**src/rtl/pos_oscillator.sv**
```systemverilog
// Single-axis position engine for moving game blocks.
// Bounce / wrap / stop sweeps with load, freeze-capture and bound pulse.
module pos_oscillator #(
    parameter int WIDTH   = 8,
    parameter int MIN_POS = 0,
    parameter int MAX_POS = 144,
    parameter int STEP_W  = 3
) (
    input  logic              clk,
    input  logic              resetn,
    input  logic              tick,
    input  logic              enable,
    input  logic [1:0]        mode,
    input  logic [STEP_W-1:0] step,
    input  logic              load,
    input  logic [WIDTH-1:0]  load_pos,
    input  logic              load_dir,
    input  logic              freeze,
    output logic [WIDTH-1:0]  pos,
    output logic              dir,
    output logic              at_bound,
    output logic              done,
    output logic [WIDTH-1:0]  frozen_pos,
    output logic              frozen_vld
);

    localparam logic [WIDTH-1:0] MINP = WIDTH'(MIN_POS);
    localparam logic [WIDTH-1:0] MAXP = WIDTH'(MAX_POS);
    localparam logic [WIDTH:0] MINW = (WIDTH+1)'(MIN_POS);
    localparam logic [WIDTH:0] MAXW = (WIDTH+1)'(MAX_POS);
    localparam logic signed [WIDTH+1:0] MIN_S = (WIDTH+2)'(MIN_POS);
    localparam logic signed [WIDTH+1:0] MAX_S = (WIDTH+2)'(MAX_POS);

    logic [WIDTH:0]   pos_w;
    logic [WIDTH:0]   step_w;
    logic [WIDTH:0]   up_sum;
    logic [WIDTH:0]   dn_dif;
    logic [WIDTH:0]   lo_lim;
    logic             hit;
    logic [WIDTH-1:0] mv_pos;
    logic             mv_dir;
    logic             mv_stop;

    logic signed [WIDTH+1:0] ld_s;
    logic [WIDTH-1:0]        ld_clamp;

    // Next position/direction for a motion tick, in WIDTH+1 bits.
    always_comb begin
        pos_w   = {1'b0, pos};
        step_w  = {{(WIDTH+1-STEP_W){1'b0}}, step};
        up_sum  = pos_w + step_w;
        dn_dif  = pos_w - step_w;
        lo_lim  = MINW + step_w;
        hit     = 1'b0;
        mv_pos  = pos;
        mv_dir  = dir;
        mv_stop = 1'b0;
        if (step != '0) begin
            if (dir) begin
                hit = (up_sum >= MAXW);
            end else begin
                hit = (pos_w <= lo_lim);
            end
        end
        if (!hit) begin
            mv_pos = dir ? up_sum[WIDTH-1:0] : dn_dif[WIDTH-1:0];
            if (step == '0) begin
                mv_pos = pos;
            end
        end else begin
            case (mode)
                2'b01: begin
                    mv_pos = dir ? MINP : MAXP;
                end
                2'b10: begin
                    mv_pos  = dir ? MAXP : MINP;
                    mv_stop = 1'b1;
                end
                default: begin
                    mv_pos = dir ? MAXP : MINP;
                    mv_dir = ~dir;
                end
            endcase
        end
    end

    // Clamp the load value into the legal position range.
    always_comb begin
        ld_s     = $signed({2'b00, load_pos});
        ld_clamp = load_pos;
        if (ld_s > MAX_S) begin
            ld_clamp = MAXP;
        end else if (ld_s < MIN_S) begin
            ld_clamp = MINP;
        end
    end

    // All state: reset, then load, then freeze, then a motion tick.
    always_ff @(posedge clk) begin
        if (!resetn) begin
            pos        <= MINP;
            dir        <= 1'b1;
            at_bound   <= 1'b0;
            done       <= 1'b0;
            frozen_pos <= '0;
            frozen_vld <= 1'b0;
        end else begin
            at_bound <= 1'b0;
            if (load) begin
                pos        <= ld_clamp;
                dir        <= load_dir;
                done       <= 1'b0;
                frozen_vld <= 1'b0;
            end else if (freeze) begin
                frozen_pos <= pos;
                frozen_vld <= 1'b1;
                done       <= 1'b1;
            end else if (tick && enable && !done) begin
                pos      <= mv_pos;
                dir      <= mv_dir;
                at_bound <= hit;
                if (mv_stop) begin
                    done <= 1'b1;
                end
            end
        end
    end

endmodule
```
**config.mk**
```make
export PLATFORM = sky130hd
export DESIGN_NAME = pos_oscillator
export DESIGN_NICKNAME = d
export VERILOG_FILES = /design/src/rtl/pos_oscillator.sv
export SDC_FILE = /design/constraint.sdc
export NUM_CORES = 1
export LEC_CHECK = 0
export CORE_MARGIN = 8
export CORE_UTILIZATION = 30
export DETAILED_ROUTE_END_ITERATION = 10
export SLEW_MARGIN = 30
export SYNTH_ARGS = -nofsm -noshare
export SYNTH_HDL_FRONTEND = slang
export SYNTH_SLANG_ARGS = --single-unit
```
**constraint.sdc**
```tcl
create_clock -name clk -period 3.3 [get_ports clk]
set_clock_uncertainty 0.2 [all_clocks]
set_input_delay 0.99 -clock clk [delete_from_list [all_inputs] [get_ports clk]]
set_output_delay 0.99 -clock clk [all_outputs]
set_load 0.03 [all_outputs]
```
Word level (Yosys, flattened, before mapping). Cells that the tools add are included.

Bits in latches: 0. Bits in writable memories: 0. Bits in read-only memories: 0. Register bits after elaboration: 20. Memories: 0. Bits of input ports: 20.

$mul: 0. Magnitude comparators: 3. $add $sub $neg: 2. Shift-type cells: 0. Muxes and demuxes: 22. Bitwise logic cells: 4. Reduce and logical (&&, ||, !) cells: 16. Equality and inequality tests: 5. Div/mod/pow operators: 0.

Operators with widths (count): 2-to-1 mux 8 bit (10); 2-to-1 mux 1 bit (12); adder 8 x 3 -> 9 bit (1); greater-or-equal comparator 9 x 8 -> 1 bit (second input constant) (1); greater-than comparator 8 bit (second input constant) (1); less-or-equal comparator 8 x 3 -> 1 bit (1); nonzero test 2 bit (4); subtractor 8 x 3 -> 8 bit (1); NOT 1 bit (4); AND reduction 2 bit (2); AND reduction 4 bit (1); OR reduction 2 bit (2); OR reduction 4 bit (1); zero test 3 bit (1); != test 3 bit (second input constant) (1); AND reduction 3 bit (1); nonzero test 3 bit (1); == test 2 x 1 -> 1 bit (second input constant) (1); == test 2 bit (second input constant) (1); logical AND 1 bit (2); != test 2 x 1 -> 1 bit (second input constant) (1); != test 2 bit (second input constant) (1); zero test 1 bit (1).

Logic depth before layout (Yosys ltp).
Depth after elaboration: 8. Depth in mapped cells: 9.

Least setup slack after synthesis. Ideal clock, no wire load.

Path kind: input port to flip-flop. From: input step[0]. To: register pos[7]. Stages: 9. Setup slack: 0.125 ns. Library setup time: 0.062 ns. Arrival time: 2.913 ns. Cells stage by stage: ha_1 inv_1 fa_1 o21bai_1 nand4_1 a21oi_1 a221oi_4 or4b_1 nand3_1.

Cells in the longest elaborated chain, start to end: 8.

Ends and longest elaborated chain: start, declared (line 14) `input logic [STEP_W-1:0] step,`; adder 8 x 3 -> 9 bit (line 51) `up_sum = pos_w + step_w;`; greater-or-equal comparator 9 x 8 -> 1 bit (line 60) `hit = (up_sum >= MAXW);`; 2-to-1 mux 1 bit (line 59) `if (dir) begin`; 2-to-1 mux 1 bit (line 58) `if (step != '0) begin`; 2-to-1 mux 8 bit (line 65) `if (!hit) begin`; 2-to-1 mux 8 bit (line 118) `end else if (tick && enable && !done) begin`; 2-to-1 mux 8 bit (line 114) `end else if (freeze) begin`; 2-to-1 mux 8 bit (line 109) `if (load) begin`; end signal, assigned (line 110) `pos <= ld_clamp;`; end signal, assigned (line 119) `pos <= mv_pos;`; end, declared (line 19) `output logic [WIDTH-1:0] pos,`.

Parallel ways exist; a longest one is shown, timed or not. The select of a mux whose other input is x is not followed. A chain may end at the register's enable or synchronous reset.

Final worst setup path.
From: input step[0]. To: register pos[4].

Same word-level chain as after synthesis.

==> qor.csv <==
metric,value,unit
TritonCTS clock tree,yes,
average instance area after synthesis,8.04,um2
CP Capture Type,flip-flop,
Die Wd,87.2,um
hold buffer count at CTS,0,
Nets,282,
DR pass1 iterations,4,
Die Ht,87.2,um
"Clk pin slew, worst setup/hold paths",80,ps
crit-path cells,dlygate4sd2_1 > ha_2 > inv_1 > fa_2 > o21bai_4 > a211o_1 > o2111ai_2 > a221oi_4 > buf_6 > a211oi_1 > o31ai_1,
Area Growth Syn to Fin,52.6,%
XOR/XNOR share of the synthesized area,1.15,%
HPWL after detailed placement,3750,um
DIE AREA,7600,um2
Setup CP Type,in2reg,
Post-synth EDFFs,0,
I/O pin cnt,40,
clk buf depth,2,
fin crit share,95.5,%
layout cell share with drive strength beyond 1,20.7,%
GRT Total Usage,13.0,%
CP Max Fanout,4,
sequential area share after synthesis,26.4,%
most frequent cells in the layout,"clkdlybuf4s50_1, buf_4, dfxtp_1",
Arrival @ worst endpoint,3130,ps
main combinational cell family by area after synthesis,simple AND/OR/NAND/NOR gates,
Worst-Skew Late Latency,260,ps
Sum Neg Setup Slack,0,ps
total power,0.862,mW
largest net degree at the start of global routing,19,
Synth Area in Simple Gates,28.2,%
Post-Route Utilization,46.3,%
Slew HR,62.6,%
Startpoint Class,input port,
crit-path max cell delay,420,ps
Post-DP Area,2160,um2
Max Clk Rate,317,MHz
outcome,completed,
final setup vio count,0,
gpl congestion,0.852,
multiplexer share of the synthesized area,3.95,%
WP data required,3280,ps
I/O Buffers,39,
Hold Path Origin,frozen_vld$_SDFFE_PP0P_,
Yosys Warn Count,0,
FILL cells,518,
CTS root buffer,clkbuf_8,
Mapped Area,1520,um2
initial DRC count,100,
VDD IR-drop max,162,uV
initial antenna violation count,0,
number of max-cap violations,0,
Main synth FF type,dfxtp_1,
Detail Route Antenna Nets,0,
unrepaired setup endpoints after global routing,no,
PD cells,372,nW/um2
Buffers & Inverters on Critical Path,3,
GRT busiest layer,met2,
core area,5010,um2
cell total after placement,315,
Yosys reg bits,20,
Final Max Slew Viols,0,
Overflow after GRT,0,
"commonest non-fill, non-tap cell in the layout",clkdlybuf4s50_1,
Vias/cell,5.15,
"delay-heaviest family, CP",compound AO/OA/AOI/OAI gates,
DR WL/cell,15.1,um
met1 GRT Util,16.9,%
Worst-Margin Slew,560,ps
Synth Area in Compound Gates,25.6,%
vias in the first global route,1625,
CTS sink cnt,20,
global-route track usage on met3,1.79,%
Adder-Cell Fraction of Synth Area,9.23,%
Synth Net Count,219,
Crit Reg-Reg Startpoint,pos[0]$_SDFFE_PN0P_,
Hold WC Path Type,reg2reg,
Layout Cells excl Fill,321,
CP max-delay cell,fa_2,
Residual DRC,0,
final hold vios,0,
CTS H-tree lvls,1,
first-pass GRT wire length,7910,um
GR Layer Usage met2,21.2,%
multi-input logic area,1120,um2
TritonCTS buffer count,3,
Post-Synthesis Cells,189,
diode count,0,
area occupied by registers,400,um2
# rows,26,
Post-synth ARST share,0,%
DR vias,1654,
final instance area,2320,um2
Tmin final,3150,ps
Synth cell types,52,
Lkg Pwr,0.949,nW
WL final,4860,um
initial core utilization,30.3,%
Worst Setup SP,step[0],
-- worst register-to-register path, stage by stage (launching register included) --
cell and delay [ps]:
dfxtp_1 390, ha_2 200, inv_1 60, fa_2 420
o21bai_4 170, a211o_1 160, o2111ai_2 150, a221oi_4 350
buf_6 160, a211oi_1 40, o31ai_1 230
-- routing by layer --
metal / share of wire, % / vias up / routed length (um)
met5: 0 / - / 0
met4: 1.1 / 0 / 55
met3: 3.8 / 4 / 184
met2: 45 / 39 / 2210
met1: 50 / 784 / 2410
li1: - / 827 / -
-- power by group --
| group | switching, mW | internal, mW |
|---|---|---|
| clock | 0.0834 | 0.106 |
| sequential | 0.0425 | 0.260 |
| combinational | 0.184 | 0.185 |
-- sequential cells by signal, indices dropped and copies added (netlist names) --
| register | cells |
|---|---|
| frozen_vld | 1 |
| dir | 1 |
| pos | 8 |
| frozen_pos | 8 |
| done | 1 |
| at_bound | 1 |
-- timing repair --
item | 4_1_cts | 5_1_grt
pin swaps | 12 | 6
resized for setup | 18 | 3
buffers inserted | 2 | 0
endpoints found under the setup margin | 11 | 7
-- final cells by class --
type / count / area share [%]
Clock buffer: 4 / 2.37
Inverter: 13 / 2.10
Multi-Input combinational cell: 147 / 48.2
Sequential cell: 20 / 17.3
Tap cell: 70 / 3.78
Timing Repair Buffer: 67 / 26.2
-- Yosys cell counts, drive strengths merged, types with 2 or more instances --
library cell  instances  share of area, %
o311ai                3               1.7
a211o                 3               1.7
a31oi                 4               1.6
nand4                 4               1.6
buf                   3              0.82
nand3                 4               1.3
mux2i                 6               4.0
or3                   4               1.6
o41ai                 2               1.6
fa                    2               2.6
or2                   2              0.82
inv                  13               3.2
and3                  5               2.1
o21ai                10               3.5
a21oi                16               5.3
clkbuf                6               1.5
nor2                 14               3.5
ha                    8               6.6
or4b                  2               1.3
o2111ai               2               1.6
or4                   2              0.99
nor3                  5               1.6
nand2                13               3.2
dfxtp                20                26
and2                  2              0.82
o31a                  2               1.2
nor2b                12               4.9
-- metrics by stage --
step           worst slack (ps)  hold slack, ps
2_1_floorplan               125             403
3_3_place_gp               -412             257
3_5_place_dp               -511             281
4_1_cts                    2.15             297
5_1_grt                    9.55             321
6_report                    150             288
-- cell families (layout without fill, tap and decap cells) --
| logic type | count (synthesis) | in the layout |
|---|---|---|
| XOR/XNOR | 2 | 2 |
| AO/OA/AOI/OAI | 53 | 53 |
| flip-flops | 20 | 20 |
| AND/OR/NAND/NOR | 76 | 76 |
| adder cells (fa/ha/maj) | 10 | 10 |
| multiplexers | 6 | 6 |
| buffers and inverters | 22 | 84 |
-- final timing paths --
path | end | slack, ps | cells past startpoint
max | pos[4]$_SDFFE_PN0P_ | 150 | 11
min | frozen_vld$_SDFFE_PP0P_ | 290 | 2
max reg2reg | pos[4]$_SDFFE_PN0P_ | 690 | 10
min reg2reg | frozen_vld$_SDFFE_PP0P_ | 290 | 2
(Power assumes the default switching activity.)
==> variant 1 (same settings) <==
`WIDTH`: 8 -> 6.
--- a/src/rtl/pos_oscillator.sv
+++ b/src/rtl/pos_oscillator.sv
@@ -3,3 +3,3 @@
 module pos_oscillator #(
-    parameter int WIDTH   = 8,
+    parameter int WIDTH   = 6,
     parameter int MIN_POS = 0,
Interface: changed (resized frozen_pos, load_pos and pos); port bits go from 40 to 34. No check against the original RTL was run, so the function may have changed too.
==> variant 1 against the original RTL <==
  * Via count shrank 41%
  * Worst hold slack gained 2.6 ps
  * Sequential cell count shrank 4
  * Combinational power shrank 71%
  * Power shrank 49%
  * Synthesized area shrank 30%
  * Routed wire length shrank 47%
  * Critical path type unchanged
  * Largest power group is now sequential cells
  * Setup slack lost 24 ps
  * Final area shrank 37%
==> variant 1: results (changes against the original RTL) <==
| Metric | Value |
|---|---|
| Status | complete, no violations (unchanged) |
| Syn nets | 153 (was 219) |
| Cell leakage power | 0.000625 uW (was 0.000949 uW) |
| Register area share after synthesis | 30.2% (was 26.4%) |
| Vias | 978 (was 1654) |
| Slew margin rel. | 60.2% (was 62.6%) |
| Clk root buf | clkbuf_4 (was clkbuf_8) |
| Initial drt markers | 32 (was 100) |
| Mux contribution to synthesized area | 7.55% (was 3.95%) |
| CP arrival | 3150 ps (was 3130 ps) |
| Finished Layout Cells | 209 (was 321) |
| Peak supply drop | 0.000200 V (was 0.000162 V) |
| Post-DP Area | 1430 sq um (was 2160 sq um) |
| Port bufs | 27 (was 39) |
| Worst path slowest cell | clkdlybuf4s50_1 (was fa_2) |
| Final wirelength | 2.57 mm (was 4.86 mm) |
| Post-synth top cells | nor2_1, dfxtp_1, nand2_1 (was dfxtp_1, a21oi_1, nor2_1) |
| Reg-to-reg slack, setup | 940 ps (was 690 ps) |
| Routability cong. | 0.786 (was 0.852) |
| Total Routing Usage GR | 9.61% (was 13.0%) |
| Crit path max fanout | 10 (was 4) |
| Synth top area cells | dfxtp_1, ha_1, mux2i_1, nor2_1, a21oi_1 (was dfxtp_1, ha_1, a21oi_1, nor2b_1, mux2i_1) |
| Synth cell types | 34 (was 52) |
| Worst Hold Path EP | frozen_pos[1] (was frozen_vld) |
| Largest net degree at the start of global routing | 18 (was 19) |
| Final net count | 192 (was 282) |
| Min-delay src | frozen_pos[1] (was frozen_vld) |
| R2r endpoint | done (was pos[4]) |
| WHS | 290 ps (was 288 ps) |
| Cells after Synth | 125 (was 189) |
| Clk Latency, worst-skew pair | 280 ps (was 260 ps) |
| R2R depth | 9 (was 10) |
| First-pass GRT wire length | 4.28 mm (was 7.91 mm) |
| Adder-cell share of the synthesized area | 13.2% (was 9.23%) |
## variant 1: worst max-delay path by stage
stage | end | slack (ps) | cells past startpoint
floorplan | pos[4] | 370 | 8
global placement | pos[4] | -130 | 8
detailed placement | done | -180 | 10
CTS | done | 130 | 10
global route | done | 70 | 10
finish | done | 130 | 10
## variant 1: logic make-up after synthesis
group,after synthesis
buffers and inverters,14
xor gates and xnor gates,3
adders and majority gates,10
DFF,16
and+or+nand+nor,47
AOI/OAI and AO/OA,27
muxes,8
## variant 1: where the power goes
group / total [uW] / internal [uW] / switching [uW]
sequential: 209 / 198 / 10.7
combinational: 106 / 54.6 / 51.6
clock: 128 / 67.1 / 60.5
## variant 1: area by class of cell
type,instances,area (sq um)
inverters,9,33.8
clock buffers,4,36.3
fillers,369,1900
well taps,46,57.6
flip-flops and latches,16,320
multi-input cells,95,656
repair buffers,39,360
## variant 1: metrics by stage
stage	setup WS (ps)	total power (uW)
2_1_floorplan	368	280
3_3_place_gp	-125	318
5_1_grt	71.4	471
3_5_place_dp	-184	320
6_report	126	442
4_1_cts	128	447
## variant 1: layer usage
metal	vias to the layer above	GRT usage, %	wire length [um]
li1	518	-	-
met1	432	11.3	1270
met2	26	15.6	1140
met3	2	3.03	134
met4	0	4.26	21
met5	-	0	0
## variant 1: worst min-delay path: stages (launching register included)
cell and delay [ps]:
dfxtp_1 330, a21oi_1 60, nor2_1 70
==> variant 2 (same flow settings) <==
Made on the original files. Register the input `load` before use, without a reset. The logic sees it one clock later. The other inputs are not delayed to match.
--- a/src/rtl/pos_oscillator.sv
+++ b/src/rtl/pos_oscillator.sv
@@ -32,2 +32,8 @@
     localparam logic signed [WIDTH+1:0] MAX_S = (WIDTH+2)'(MAX_POS);
+
+    logic load_q;
+
+    always_ff @(posedge clk) begin
+        load_q <= load;
+    end
 
@@ -108,3 +114,3 @@
             at_bound <= 1'b0;
-            if (load) begin
+            if (load_q) begin
                 pos        <= ld_clamp;
Behaviour: not the same (Yosys sat finds a counterexample within 4 cycles, from zero or initial values and one cycle with resetn low).
==> variant 2 against the original RTL <==
  * Power down 10%
  * Setup slack gained 57 ps
  * Final area shrank 0.97%
  * Synthesized area up 1.6%
  * Routed wire length shrank 1.3%
  * Sequential cell count up 1
==> variant 2: results (changes against the original RTL) <==
| Metric | Value |
|---|---|
| DP Wirelength | 3.66 mm (was 3.75 mm) |
| Final wirelength | 4.80 mm (was 4.86 mm) |
| Cell Int Power | 499 uW (was 551 uW) |
| Total Routing Usage GR | 12.4% (was 13.0%) |
| Hold WC Path Type | register to register (unchanged) |
| Placed insts | 311 (was 315) |
| Ratio of cells with drive above 1 in the final layout | 17.8% (was 20.7%) |
| CP arrival | 3050 ps (was 3130 ps) |
| Cell leakage power | 0.000930 uW (was 0.000949 uW) |
| Synth async-reset ratio | 0% (unchanged) |
| Status | complete, no violations (unchanged) |
| Vias in the first global route | 1669 (was 1625) |
| DR WL/cell | 15.1 um (about the same) |
| Initial drt markers | 146 (was 100) |
| H-tree levels | 1 (unchanged) |
| Syn nets | 224 (was 219) |
| Final net count | 279 (was 282) |
| Longest Clk Path Bufs | 2 (unchanged) |
| Largest net degree at the start of global routing | 16 (was 19) |
| Cts bufs inserted | 3 (unchanged) |
| Cells after Synth | 193 (was 189) |
| Register area share after synthesis | 27.3% (was 26.4%) |
| DR pass1 iterations | 4 (unchanged) |
| # fillers | 532 (was 518) |
| First-pass GRT wire length | 7.71 mm (was 7.91 mm) |
| Slew margin rel. | 59.1% (was 62.6%) |
| Synth top area cells | dfxtp_1, ha_1, mux2i_1, o21ai_0, nor2_1 (was dfxtp_1, ha_1, a21oi_1, nor2b_1, mux2i_1) |
| Biggest regs | frozen_pos: 8 flops, pos: 8 flops (unchanged) |
| Synth cell types | 54 (was 52) |
| Crit path max fanout | 5 (was 4) |
| Post-synth top cells | dfxtp_1, nor2_1, o21ai_0 (was dfxtp_1, a21oi_1, nor2_1) |
| Via-per-instance ratio | 5.23 (was 5.15) |
| Syn. warnings | 0 (unchanged) |
| Post-route cell area | 2300 sq um (was 2320 sq um) |
| Routability cong. | 0.850 (was 0.852) |
| Post-DP Area | 2130 sq um (was 2160 sq um) |
| Peak supply drop | 0.000193 V (was 0.000162 V) |
| Clk Latency, worst-skew pair | 260 ps (about the same) |
variant 2: cell type report:
cell class / count / share of cell area (%)
well taps: 70 / 3.81
inverters: 13 / 2.13
multi-input cells: 148 / 49.4
flip-flops and latches: 21 / 18.3
repair buffers: 61 / 24.4
clock buffers: 4 / 1.96
variant 2: path summary, 6_finish.rpt:
path,start,end,slack [ps],cells after the start
worst max register to register,pos[0],done,670,10
worst min register to register,frozen_vld,frozen_vld,290,2
worst max-delay path,step[1],done,210,10
worst min-delay path,frozen_vld,frozen_vld,290,2
variant 2: power by group through the flow:
| stage | Combinational (uW) | Sequential (uW) | Clock (uW) |
|---|---|---|---|
| floorplan | 135 | 321 | 0 |
| global placement | 272 | 313 | 0 |
| detailed placement | 273 | 313 | 0 |
| CTS | 287 | 308 | 177 |
| global route | 321 | 312 | 187 |
| finish | 294 | 309 | 170 |
variant 2: what timing repair did:
item	in CTS	in global routing
endpoints found under the setup margin	11	11
buffers inserted	2	0
pin swaps	8	4
cloned	0	0
gates resized for setup	11	12
hold endpoints to repair	0	0
variant 2: cell families (layout without fill, tap and decap cells):
logic type                 count (synthesis)  count (layout)  synth area share [%]
muxes                                      8               8                  5.19
buffers and inverters                     24              78                  5.84
adders and majority gates                 11              11                  9.89
DFF                                       21              21                  27.3
xor gates and xnor gates                   2               2                  1.14
and+or+nand+nor                           78              78                  27.6
AOI/OAI and AO/OA                         49              49                  23.1
variant 2: worst max-delay path, cell delays in order:
cell and delay, ps:
dlygate4sd2_1 250, buf_4 160, fa_1 440, or2b_1 270
a211oi_2 270, nor2_1 80, o211ai_1 120, buf_4 160
nor2_1 40, o311a_1 270
variant 2: per-stage QoR:
step / power [uW] / setup WS (ps)
2_1_floorplan: 457 / 213
3_3_place_gp: 584 / -414
3_5_place_dp: 586 / -413
4_1_cts: 772 / -7.18
5_1_grt: 820 / 87.8
6_report: 772 / 207
variant 2: layer usage:
layer | part of all wire, % | wire length (um) | GRT usage (%)
met4 | 0.83 | 40 | 2.34
met5 | 0 | 0 | 0
met1 | 45 | 2150 | 15.4
met2 | 49 | 2350 | 21.1
met3 | 5.5 | 262 | 3.00
